File: src/rtl/serial_launch_tx_pkg.sv
// Shared types and sizing helpers for the serial launcher.
// Optional parity stage is selected by SERIAL_LAUNCH_TX_PARITY_EN in the top module.
package serial_launch_tx_pkg;

  localparam int MAX_WIDTH = 64;

  typedef enum logic [1:0] {
    IDLE  = 2'd0,
    SHIFT = 2'd1,
    PAR   = 2'd2
  } state_e;

  // A one-bit frame still needs a one-bit counter.
  function automatic int CNT_W(input int w);
    return (w <= 2) ? 1 : $clog2(w);
  endfunction

endpackage

File: src/rtl/serial_launch_shreg.sv
// Load/shift register; o_bit is the next outgoing bit (taken from i_data on a load cycle).
// Shifts once on load, so the register always holds the bits still to be sent after o_bit.
module serial_launch_shreg
  import serial_launch_tx_pkg::*;
#(
  parameter int WIDTH     = 8,
  parameter bit MSB_FIRST = 1'b1
) (
  input  logic             CK,
  input  logic             RN,
  input  logic             i_load,
  input  logic             i_shift,
  input  logic [WIDTH-1:0] i_data,
  output logic             o_bit
);

  logic [WIDTH-1:0] r_sh;
  logic [WIDTH-1:0] w_src;

  assign w_src = i_load ? i_data : r_sh;
  assign o_bit = MSB_FIRST ? w_src[WIDTH-1] : w_src[0];

  always_ff @(posedge CK or negedge RN) begin
    if (!RN) begin
      r_sh <= '0;
    end else if (i_load || i_shift) begin
      r_sh <= MSB_FIRST ? (w_src << 1) : (w_src >> 1);
    end
  end

endmodule

File: src/rtl/serial_launch_tx.sv
// Valid/ready parallel-in, serial-out launcher: first bit on sdo one CK after accept, gapless back-to-back.
// load_ready only in IDLE or the frame's final cycle; SERIAL_LAUNCH_TX_PARITY_EN appends an even-parity bit.
module serial_launch_tx
  import serial_launch_tx_pkg::*;
#(
  parameter int WIDTH     = 8,
  parameter bit MSB_FIRST = 1'b1
) (
  input  logic             CK,
  input  logic             RN,
  input  logic             load_valid,
  output logic             load_ready,
  input  logic [WIDTH-1:0] load_data,
  output logic             sdo,
  output logic             sdo_en,
  output logic             busy,
  output logic             done
);

  localparam int CW = CNT_W(WIDTH);
  localparam logic [CW-1:0] CNT_LAST = CW'(WIDTH - 1);

  state_e          r_state;
  state_e          w_next_state;
  logic [CW-1:0]   r_cnt;
  logic            r_sdo;
  logic            r_sdo_en;
  logic            w_accept;
  logic            w_shift;
  logic            w_last;
  logic            w_next_bit;
  logic            w_sdo_d;
  logic            w_sdo_en_d;

  assign w_accept = load_valid && load_ready;
  assign w_last   = (r_state == SHIFT) && (r_cnt == '0);
  assign busy     = (r_state != IDLE);
  assign sdo      = r_sdo;
  assign sdo_en   = r_sdo_en;

  serial_launch_shreg #(
    .WIDTH     (WIDTH),
    .MSB_FIRST (MSB_FIRST)
  ) u_shreg (
    .CK      (CK),
    .RN      (RN),
    .i_load  (w_accept),
    .i_shift (w_shift),
    .i_data  (load_data),
    .o_bit   (w_next_bit)
  );

  always_ff @(posedge CK or negedge RN) begin
    if (!RN) begin
      r_state <= IDLE;
    end else begin
      r_state <= w_next_state;
    end
  end

  always_comb begin
    w_next_state = r_state;
    load_ready   = 1'b0;
    done         = 1'b0;
    w_shift      = 1'b0;
    case (r_state)
      IDLE: begin
        load_ready = 1'b1;
        if (load_valid) w_next_state = SHIFT;
      end
      SHIFT: begin
        if (r_cnt != '0) begin
          w_shift = 1'b1;
        end else begin
`ifdef SERIAL_LAUNCH_TX_PARITY_EN
          w_next_state = PAR;
`else
          done         = 1'b1;
          load_ready   = 1'b1;
          w_next_state = load_valid ? SHIFT : IDLE;
`endif
        end
      end
`ifdef SERIAL_LAUNCH_TX_PARITY_EN
      PAR: begin
        done         = 1'b1;
        load_ready   = 1'b1;
        w_next_state = load_valid ? SHIFT : IDLE;
      end
`endif
      default: w_next_state = IDLE;
    endcase
  end

`ifdef SERIAL_LAUNCH_TX_PARITY_EN
  logic r_par;

  // Running XOR of every bit already placed on sdo in this frame.
  always_ff @(posedge CK or negedge RN) begin
    if (!RN) begin
      r_par <= 1'b0;
    end else if (w_accept) begin
      r_par <= w_next_bit;
    end else if (w_shift) begin
      r_par <= r_par ^ w_next_bit;
    end
  end
`endif

  always_comb begin
    w_sdo_d    = 1'b0;
    w_sdo_en_d = 1'b0;
    if (w_accept || w_shift) begin
      w_sdo_d    = w_next_bit;
      w_sdo_en_d = 1'b1;
    end
`ifdef SERIAL_LAUNCH_TX_PARITY_EN
    else if (w_last) begin
      w_sdo_d    = r_par;
      w_sdo_en_d = 1'b1;
    end
`endif
  end

  always_ff @(posedge CK or negedge RN) begin
    if (!RN) begin
      r_cnt    <= '0;
      r_sdo    <= 1'b0;
      r_sdo_en <= 1'b0;
    end else begin
      r_sdo    <= w_sdo_d;
      r_sdo_en <= w_sdo_en_d;
      if (w_accept) begin
        r_cnt <= CNT_LAST;
      end else if (w_shift) begin
        r_cnt <= r_cnt - CW'(1);
      end
    end
  end

endmodule
File: config.mk
export PLATFORM = sky130hd
export DESIGN_NAME = serial_launch_tx
export DESIGN_NICKNAME = d
export VERILOG_FILES = /design/src/rtl/serial_launch_tx_pkg.sv /design/src/rtl/serial_launch_shreg.sv /design/src/rtl/serial_launch_tx.sv
export SDC_FILE = /design/constraint.sdc
export NUM_CORES = 1
export LEC_CHECK = 0
export ABC_AREA = 1
export CORE_UTILIZATION = 46
export CTS_BUF_LIST = sky130_fd_sc_hd__clkbuf_16
export DETAILED_ROUTE_END_ITERATION = 6
export GPL_TIMING_DRIVEN = 1
export PLACE_DENSITY = 0.78
export SETUP_SLACK_MARGIN = 0.5
export SLEW_MARGIN = 20
export SYNTH_ARGS = -nofsm -noshare
export SYNTH_HDL_FRONTEND = slang
export SYNTH_HIERARCHICAL = 1
export SYNTH_SLANG_ARGS = --single-unit
File: constraint.sdc
create_clock -name CK -period 1.8 [get_ports CK]
set_input_delay 0.45 -clock CK [delete_from_list [all_inputs] [get_ports CK]]
set_output_delay 0.45 -clock CK [all_outputs]
set_load 0.05 [all_outputs]
Word-level counts from Yosys, hierarchy flattened --
Index checks and enable logic that the tools add are counted.
Cells by class: muxes and demuxes 14, reduce and logical (&&, ||, !) cells 7, add/sub/neg operators 1, equality and inequality tests 3
Operators with widths (count):
- $mux 8 | 1
- $mux 1 | 7
- $mux 3 | 2
- $mux 2 | 2
- $ne 2x2->1 const B | 2
- $pmux 2 s2 | 1
- $reduce_bool 2->1 | 2
- $reduce_bool 3->1 | 1
- $sub 3x1->3 const B | 1
- $eq 2x1->1 const B | 1
- $logic_not 2->1 | 1
- $pmux 1 s2 | 1
- $reduce_and 2->1 | 1
- $logic_and 1x1->1 | 1
- $logic_or 1x1->1 | 1
Word-level totals: register bits after elaboration 14, word-level logic and storage cells 30, input port bits 11

Logic depth before layout (Yosys ltp) --
Gate-level depths: netlist (run 1).
depth in word-level cells 6, depth in mapped cells 10, gate-level depth less buffers 9

Modules after synthesis --
The synthesis (run 1) kept the hierarchy.
By module, submodules not included:
- serial_launch_shreg | cells an instance 43, area each 337.8 sq um, times used 1
- serial_launch_tx | cells an instance 33, area each 292.8 sq um, times used 1

Worst setup path after synthesis (run 1) --
OpenSTA, ideal clock, no wires.
path kind reg-to-output, start point register r_cnt[0], end point output done, buffers on the path 0, stages on the path, launching flop included 6, arrival time 1.173 ns, path slack 0.177 ns, cells stage by stage dfrtp_1 inv_1 ha_1 ha_1 nand2_1 inv_1
Between the ends: longest elaborated chain between the ends 3
RTL lines:
- start, declared | line serial_launch_tx.sv:25 | logic [CW-1:0] r_cnt;
- start signal, assigned | line serial_launch_tx.sv:136 | r_cnt <= r_cnt - CW'(1);
- $reduce_bool 3->1 | line serial_launch_tx.sv:72 | if (r_cnt != '0) begin
- $mux 1 | line serial_launch_tx.sv:72
- $mux 1 | line serial_launch_tx.sv:66 | case (r_state)
- end, declared | line serial_launch_tx.sv:17 | output logic done
No other way between the ends.

Worst setup path after layout (run 1) --
Ends and elaborated chain as after synthesis.

==> results of run 1 <==
==> per-stage QoR <==
stage / setup WS, ns / instance area (sq um) / util / std cells / setup TNS, ns
6_report: 0.0496 / 1100 / 0.931 / 123 / 0
2_1_floorplan: 0.326 / 658 / - / 76 / 0
5_1_grt: -0.000116 / 1100 / 0.931 / 123 / -0.000116
3_5_place_dp: 0.143 / 857 / 0.723 / 108 / 0
3_3_place_gp: 0.160 / 857 / 0.723 / 108 / 0
4_1_cts: 0.0767 / 1030 / 0.870 / 120 / 0
==> routing by layer <==
layer | up-vias | wire length [um] | GRT usage
met4 | 0 | 58 | 0.190
met3 | 10 | 174 | 0.0925
met5 | - | 0 | 0
li1 | 300 | - | -
met2 | 50 | 1180 | 0.533
met1 | 322 | 918 | 0.351
==> sequential cells by signal, indices dropped and copies added, names as in the netlist <==
signal / flops
sdo_en: 1
sdo: 1
r_cnt: 3
u_shreg/r_sh: 7
r_state: 1
==> repair_timing <==
action	CTS	global route
gates resized for setup	9	16
buffers inserted	7	3
gates cloned	1	0
pin swaps	9	12
setup endpoints to repair	13	14
==> where the power goes <==
part | switching (mW) | internal (mW)
clock network | 0.122 | 0.293
registers | 0.0812 | 0.406
logic | 0.674 | 0.529
total | 0.878 | 1.23
==> cells by family (layout without fill, tap and decap cells) <==
logic type	Yosys count	in the layout	share of synthesized area
AND/OR/NAND/NOR	48	48	0.349
flip-flops	13	13	0.516
buffers and inverters	12	45	0.0833
adder cells (fa/ha/maj)	2	2	0.0397
AO/OA/AOI/OAI	1	1	0.0119
==> final timing paths <==
check | cells after the start | end | startpoint | slack (ns)
max | 6 | done | r_cnt[0]$_DFFE_PN0P_ | 0.05
min in group CK | 2 | u_shreg/r_sh[3]$_DFFE_PN0P_ | u_shreg/r_sh[3]$_DFFE_PN0P_ | 0.48
min reg2reg | 2 | u_shreg/r_sh[3]$_DFFE_PN0P_ | u_shreg/r_sh[3]$_DFFE_PN0P_ | 0.48
max reg2reg | 10 | u_shreg/r_sh[5]$_DFFE_PN0P_ | r_cnt[0]$_DFFE_PN0P_ | 0.08
max in group asynchronous | 2 | r_cnt[2]$_DFFE_PN0P_ | RN | 0.93
min | 1 | u_shreg/r_sh[5]$_DFFE_PN0P_ | RN | 0.46
==> cell usage in the layout (no fill, tap or decap), drive strengths merged <==
cell type and n:
clkdlybuf4s50 10, buf 20, a21boi 1, clkbuf 3, inv 11, nand2 33, dfrtp 13, nand3 12
nor2 3, clkinvlp 1, ha 2
==> layout make-up <==
| cell class | instances | area [sq um] | area share |
|---|---|---|---|
| Inverter | 11 | 50.0 | 0.0453 |
| Multi-Input combinational cell | 51 | 337 | 0.305 |
| Clock inverter | 1 | 3.75 | 0.00340 |
| Clock buffer | 3 | 75.1 | 0.0680 |
| Sequential cell | 13 | 327 | 0.296 |
| Tap cell | 14 | 17.5 | 0.0159 |
| Timing Repair Buffer | 30 | 295 | 0.267 |
==> synth_stat cells <==
cell type / number / area [sq um]
nand2_1: 31 / 116
dfrtp_1: 13 / 325
nand3_1: 12 / 60.1
inv_1: 8 / 30.0
inv_2: 3 / 11.3
ha_1: 2 / 25.0
nor2_4: 2 / 22.5
a21boi_1: 1 / 7.51
buf_6: 1 / 11.3
nand2_2: 1 / 6.26
nand2_4: 1 / 11.3
nor2_1: 1 / 3.75
==> flow_summary.json, run 1 <==
{
  "crit_path_max_incr_delay_ns": 0.36,
  "startpoint_type": "flip-flop",
  "root_buffer": "clkbuf_16",
  "vdd_drop_max_uv": 1370,
  "crit_path_max_fanout": 3,
  "path_cells": "inv_2 > ha_4 > ha_4 > nand2_4 > clkinvlp_4 > buf_12",
  "first_pass_iters": 4,
  "synth_area_sq_um": 631,
  "vias": 682,
  "syn_inst": 76,
  "synthDistinctLibCells": 12,
  "grt_max_degree": 8,
  "cp_slowest_cell": "dfrtp_1",
  "num_rows": 12,
  "finClkSkew_ns": 0.00107,
  "grt_pass1_wl_um": 3020,
  "grt_antenna_before_repair": 0,
  "fp.dieH_um": 39.0,
  "clock_latency_ns": 0.24,
  "die_w_um": 39.0,
  "portBuffers": 15,
  "antenna_left": 0,
  "seq_area_frac_synth": 0.516,
  "crit_family": "flip-flops",
  "required_ns": 1.35,
  "final.min_clock_period_ns": 1.75,
  "h-tree-depth": 1,
  "overflow": 0,
  "endpoint_kind": "output pin",
  "leakage_nw": 0.563,
  "dp_hpwl_um": 997,
  "diodes": 0,
  "setup.worst_path.class": "flip-flop to output pin",
  "synth_seq_cells": 13,
  "cellPowerDensity_nw_per_um2": 1910,
  "initial_core_util": 0.532,
  "drv_cap": 0,
  "drt_iter0_drc": 45,
  "layout-area-overhead-vs-synth_pct": 75.2,
  "crit_top_cell": "ha_4",
  "holdBufCountCts": 0,
  "cts_num_sinks": 13,
  "tritoncts": "done",
  "wl_um": 2330,
  "core-area_sq_um": 1190,
  "clk_path_buf_depth": 2,
  "status": "finished clean",
  "route.detailed.drc": 0,
  "relSlewSlack": 0.800,
  "whs_ns": 0.462,
  "drt-vias-per-instance": 5.54,
  "worstMarginPinSlew_ns": 0.298,
  "gp_congestion": 0.722,
  "synth_nets": 89,
  "finalMaxSlewViolations": 0,
  "timing.fmax_mhz": 571,
  "fill_cells": 47,
  "syn_avg_cell_area_sq_um": 8.30,
  "report.power.total_mw": 2.11,
  "clk_pin_slew_ns": 0.05,
  "numCtsBuffers": 3,
  "synth_warnings": 6,
  "ioPinCount": 16,
  "grt_usage": 0.319,
  "path_buf_inv": 3,
  "arrival_ns": 1.30,
  "drt-wirelength-per-cell_um": 18.9,
  "drive_gt1_frac": 0.459,
  "finalHoldViolCount": 0,
  "worst_hold_path_type": "input pin to async pin",
  "fin_crit_sh": 0.972,
  "layout.nets": 123,
  "rsz0062_at_grt": "true",
  "grt_pass1_vias": 630,
  "setup_violations": 0,
  "die_area_sq_um": 1520
}
No activity file was read; power rests on OpenSTA's default activity.
==> inputs of run 2 (changes only) <==
- CORE_UTILIZATION: 46 -> 45
- PLACE_DENSITY: 0.78 -> 0.75
- SYNTH_HIERARCHICAL: 1 -> default
==> run 2 against run 1 <==
Worst hold slack gained 0.059 ns. Global-route usage up 2.0 points. Die area did not move. Non-clock buffer count is 1 lower. Register-to-register slack improved by 0.12 ns. Final area up 4.0%. Critical path type unchanged. Highest routed layer unchanged.
==> flow_summary.json, run 2 <==
{
  "setup_violations": 0,
  "ioPinCount": 16,
  "reg2reg_from": "r_cnt[1]$_DFFE_PN0P_",
  "internal_power_mw": 1.44,
  "wl_um": 2440,
  "h-tree-depth": 1,
  "timing.fmax_mhz": 561,
  "relSlewSlack": 0.616,
  "startpoint_type": "flip-flop",
  "comb_power_share": 0.606,
  "layout.nets": 113,
  "initial_core_util": 0.520,
  "yosysMostFrequentCell": "nand3_1",
  "met2_usage": 0.625,
  "grt_antenna_before_repair": 0,
  "layout-area-overhead-vs-synth_pct": 86.2,
  "syn_inst": 69,
  "hold_depth": 2,
  "crit_path_max_fanout": 3,
  "status": "finished clean",
  "fp.dieH_um": 39.0,
  "rr_endpoint": "u_shreg.r_sh[6]$_DFFE_PN0P_",
  "core-area_sq_um": 1190,
  "num_rows": 12,
  "synth_area_leaders": "dfrtp_1, nand3_1, nand2_1",
  "fin_crit_sh": 0.989,
  "drt_iter0_drc": 26,
  "dpl_cell_area_sq_um": 816,
  "grtUsageMet1": 0.347,
  "async_flop_share": 1.00,
  "worst_hold_path_type": "flip-flop to flip-flop",
  "diodes": 0,
  "largest_register_ffs": 7,
  "min_from": "u_shreg.r_sh[1]$_DFFE_PN0P_",
  "clk_path_buf_depth": 2,
  "fill_cells": 19,
  "numCtsBuffers": 3,
  "endpoint_kind": "output pin",
  "final.min_clock_period_ns": 1.78,
  "synth_nets": 82,
  "min_to": "u_shreg.r_sh[2]$_DFFE_PN0P_",
  "reg.largest.list": "u_shreg.r_sh: 7 flops, r_cnt: 3 flops",
  "grt_use_met3": 0.0694,
  "grt-busiest-layer": "met2",
  "antenna_left": 0,
  "synth_seq_cells": 13,
  "clock_latency_ns": 0.24,
  "drv_cap": 0,
  "final_common_cell": "nand2_1",
  "synth_top_area_cell": "dfrtp_1",
  "report.power.total_mw": 2.38,
  "setup.worst_path.class": "flip-flop to output pin",
  "synth_area_sq_um": 617,
  "synth_top_area_share": 0.527,
  "power_frac_seq": 0.216,
  "grt_usage": 0.339,
  "rsz0062_at_grt": "true",
  "tritoncts": "done",
  "gp_congestion": 0.690,
  "mostFrequentLayoutCells": "nand2_1, nand3_1, dfrtp_1",
  "arrival_ns": 1.33,
  "clk_pin_slew_ns": 0.05,
  "finalMaxSlewViolations": 0,
  "seq_area_frac_synth": 0.527,
  "dp_hpwl_um": 849,
  "leakage_nw": 0.546,
  "cellPowerDensity_nw_per_um2": 2070,
  "r2r_setup_slack_ns": 0.20,
  "synthDistinctLibCells": 12,
  "top_register": "u_shreg.r_sh",
  "grt_pass1_wl_um": 3200,
  "route.detailed.drc": 0,
  "first_pass_iters": 4,
  "vias": 687,
  "switching_share": 0.396,
  "worstMarginPinSlew_ns": 0.574,
  "design_area_sq_um": 1150,
  "grt_max_degree": 14,
  "required_ns": 1.35,
  "drive_gt1_frac": 0.455,
  "pwr-share-clk": 0.178,
  "drt-vias-per-instance": 6.08,
  "die_w_um": 39.0,
  "die_area_sq_um": 1520,
  "synth_warnings": 0,
  "drt-wirelength-per-cell_um": 21.6,
  "syn_avg_cell_area_sq_um": 8.94,
  "portBuffers": 15,
  "overflow": 0,
  "synth_edf_count": 0,
  "finClkSkew_ns": 0.00187,
  "cts_num_sinks": 13,
  "reg2reg_depth": 10,
  "switching_power_mw": 0.943,
  "synth_commonest_cells": "nand3_1, nand2_1, dfrtp_1, inv_1",
  "grt_pass1_vias": 659,
  "finalHoldViolCount": 0,
  "synth-main-ff-cell": "dfrtp_1",
  "vdd_drop_max_uv": 1470,
  "root_buffer": "clkbuf_16"
}
## run 2: worst max path at each step
stage	start	to	slack (ns)	depth (start not counted)
final	r_cnt[1]$_DFFE_PN0P_	done	0.02	6
after global routing	r_cnt[0]$_DFFE_PN0P_	done	-0.01	6
after CTS	r_cnt[1]$_DFFE_PN0P_	done	0.08	6
after detailed placement	r_cnt[0]$_DFFE_PN0P_	done	0.26	6
after global placement	r_cnt[0]$_DFFE_PN0P_	done	0.31	6
after floorplan	r_cnt[0]$_DFFE_PN0P_	done	0.31	5
## run 2: layer usage
metal,vias up,part of all wire
met2,61,0.50
met4,0,0.056
met5,-,0
met1,323,0.34
met3,17,0.10
li1,286,-
## run 2: layout make-up
type | instances | area [sq um] | area share
clock buffers | 3 | 75.1 | 0.0654
clock inverters | 1 | 3.75 | 0.00327
multi-input cells | 45 | 323 | 0.281
inverters | 8 | 33.8 | 0.0294
flip-flops and latches | 13 | 327 | 0.284
well taps | 14 | 17.5 | 0.0153
repair buffers | 29 | 369 | 0.321
## run 2: kinds of logic (layout without fill, tap and decap cells)
kind of cell    Yosys count  in the layout  share of synthesized area
flops                    13             13                      0.527
buf+inv                  11             41                     0.0974
compound gates            2              2                     0.0162
fa+ha+maj                 2              2                     0.0406
simple gates             41             41                      0.318
## run 2: power by group through the flow
stage | registers [mW] | logic (mW) | clock network (mW)
after CTS | 0.483 | 1.30 | 0.410
final | 0.515 | 1.44 | 0.423
after floorplan | 0.553 | 0.500 | 0
after global routing | 0.522 | 1.51 | 0.437
after detailed placement | 0.479 | 0.787 | 0
after global placement | 0.477 | 0.755 | 0
## run 2: critical path, cell delays in order, from the launching register on
cell and delay [ns]:
dfrtp_1 0.38, inv_2 0.07, ha_4 0.16, ha_4 0.17
nand2_4 0.07, clkinvlp_4 0.09, buf_12 0.15
## run 2: repair_timing
item / CTS / global route
buffers inserted: 7 / 2
hold buffers: 0 / 0
resized for setup: 25 / 4
cloned: 3 / 0
endpoints found under the setup margin: 16 / 16
pin swaps: 8 / 3
## run 2: metrics by stage
stage               std cells  setup TNS, ns  hold slack [ns]  setup WS (ns)   util
finish                    113              0            0.521         0.0190  0.968
global route              113        -0.0142            0.552        -0.0142  0.968
CTS                       111              0            0.480         0.0819  0.941
detailed placement         97              0            0.468          0.257  0.688
global placement           97              0            0.462          0.309  0.688
floorplan                  69              0            0.154          0.312      -
==> inputs of run 3 (changes only) <==
- CTS_CLUSTER_DIAMETER: default -> 120
- CTS_CLUSTER_SIZE: default -> 14
==> results of run 3 <==
Final layout, timing and power as in run 2 (identical DEF).
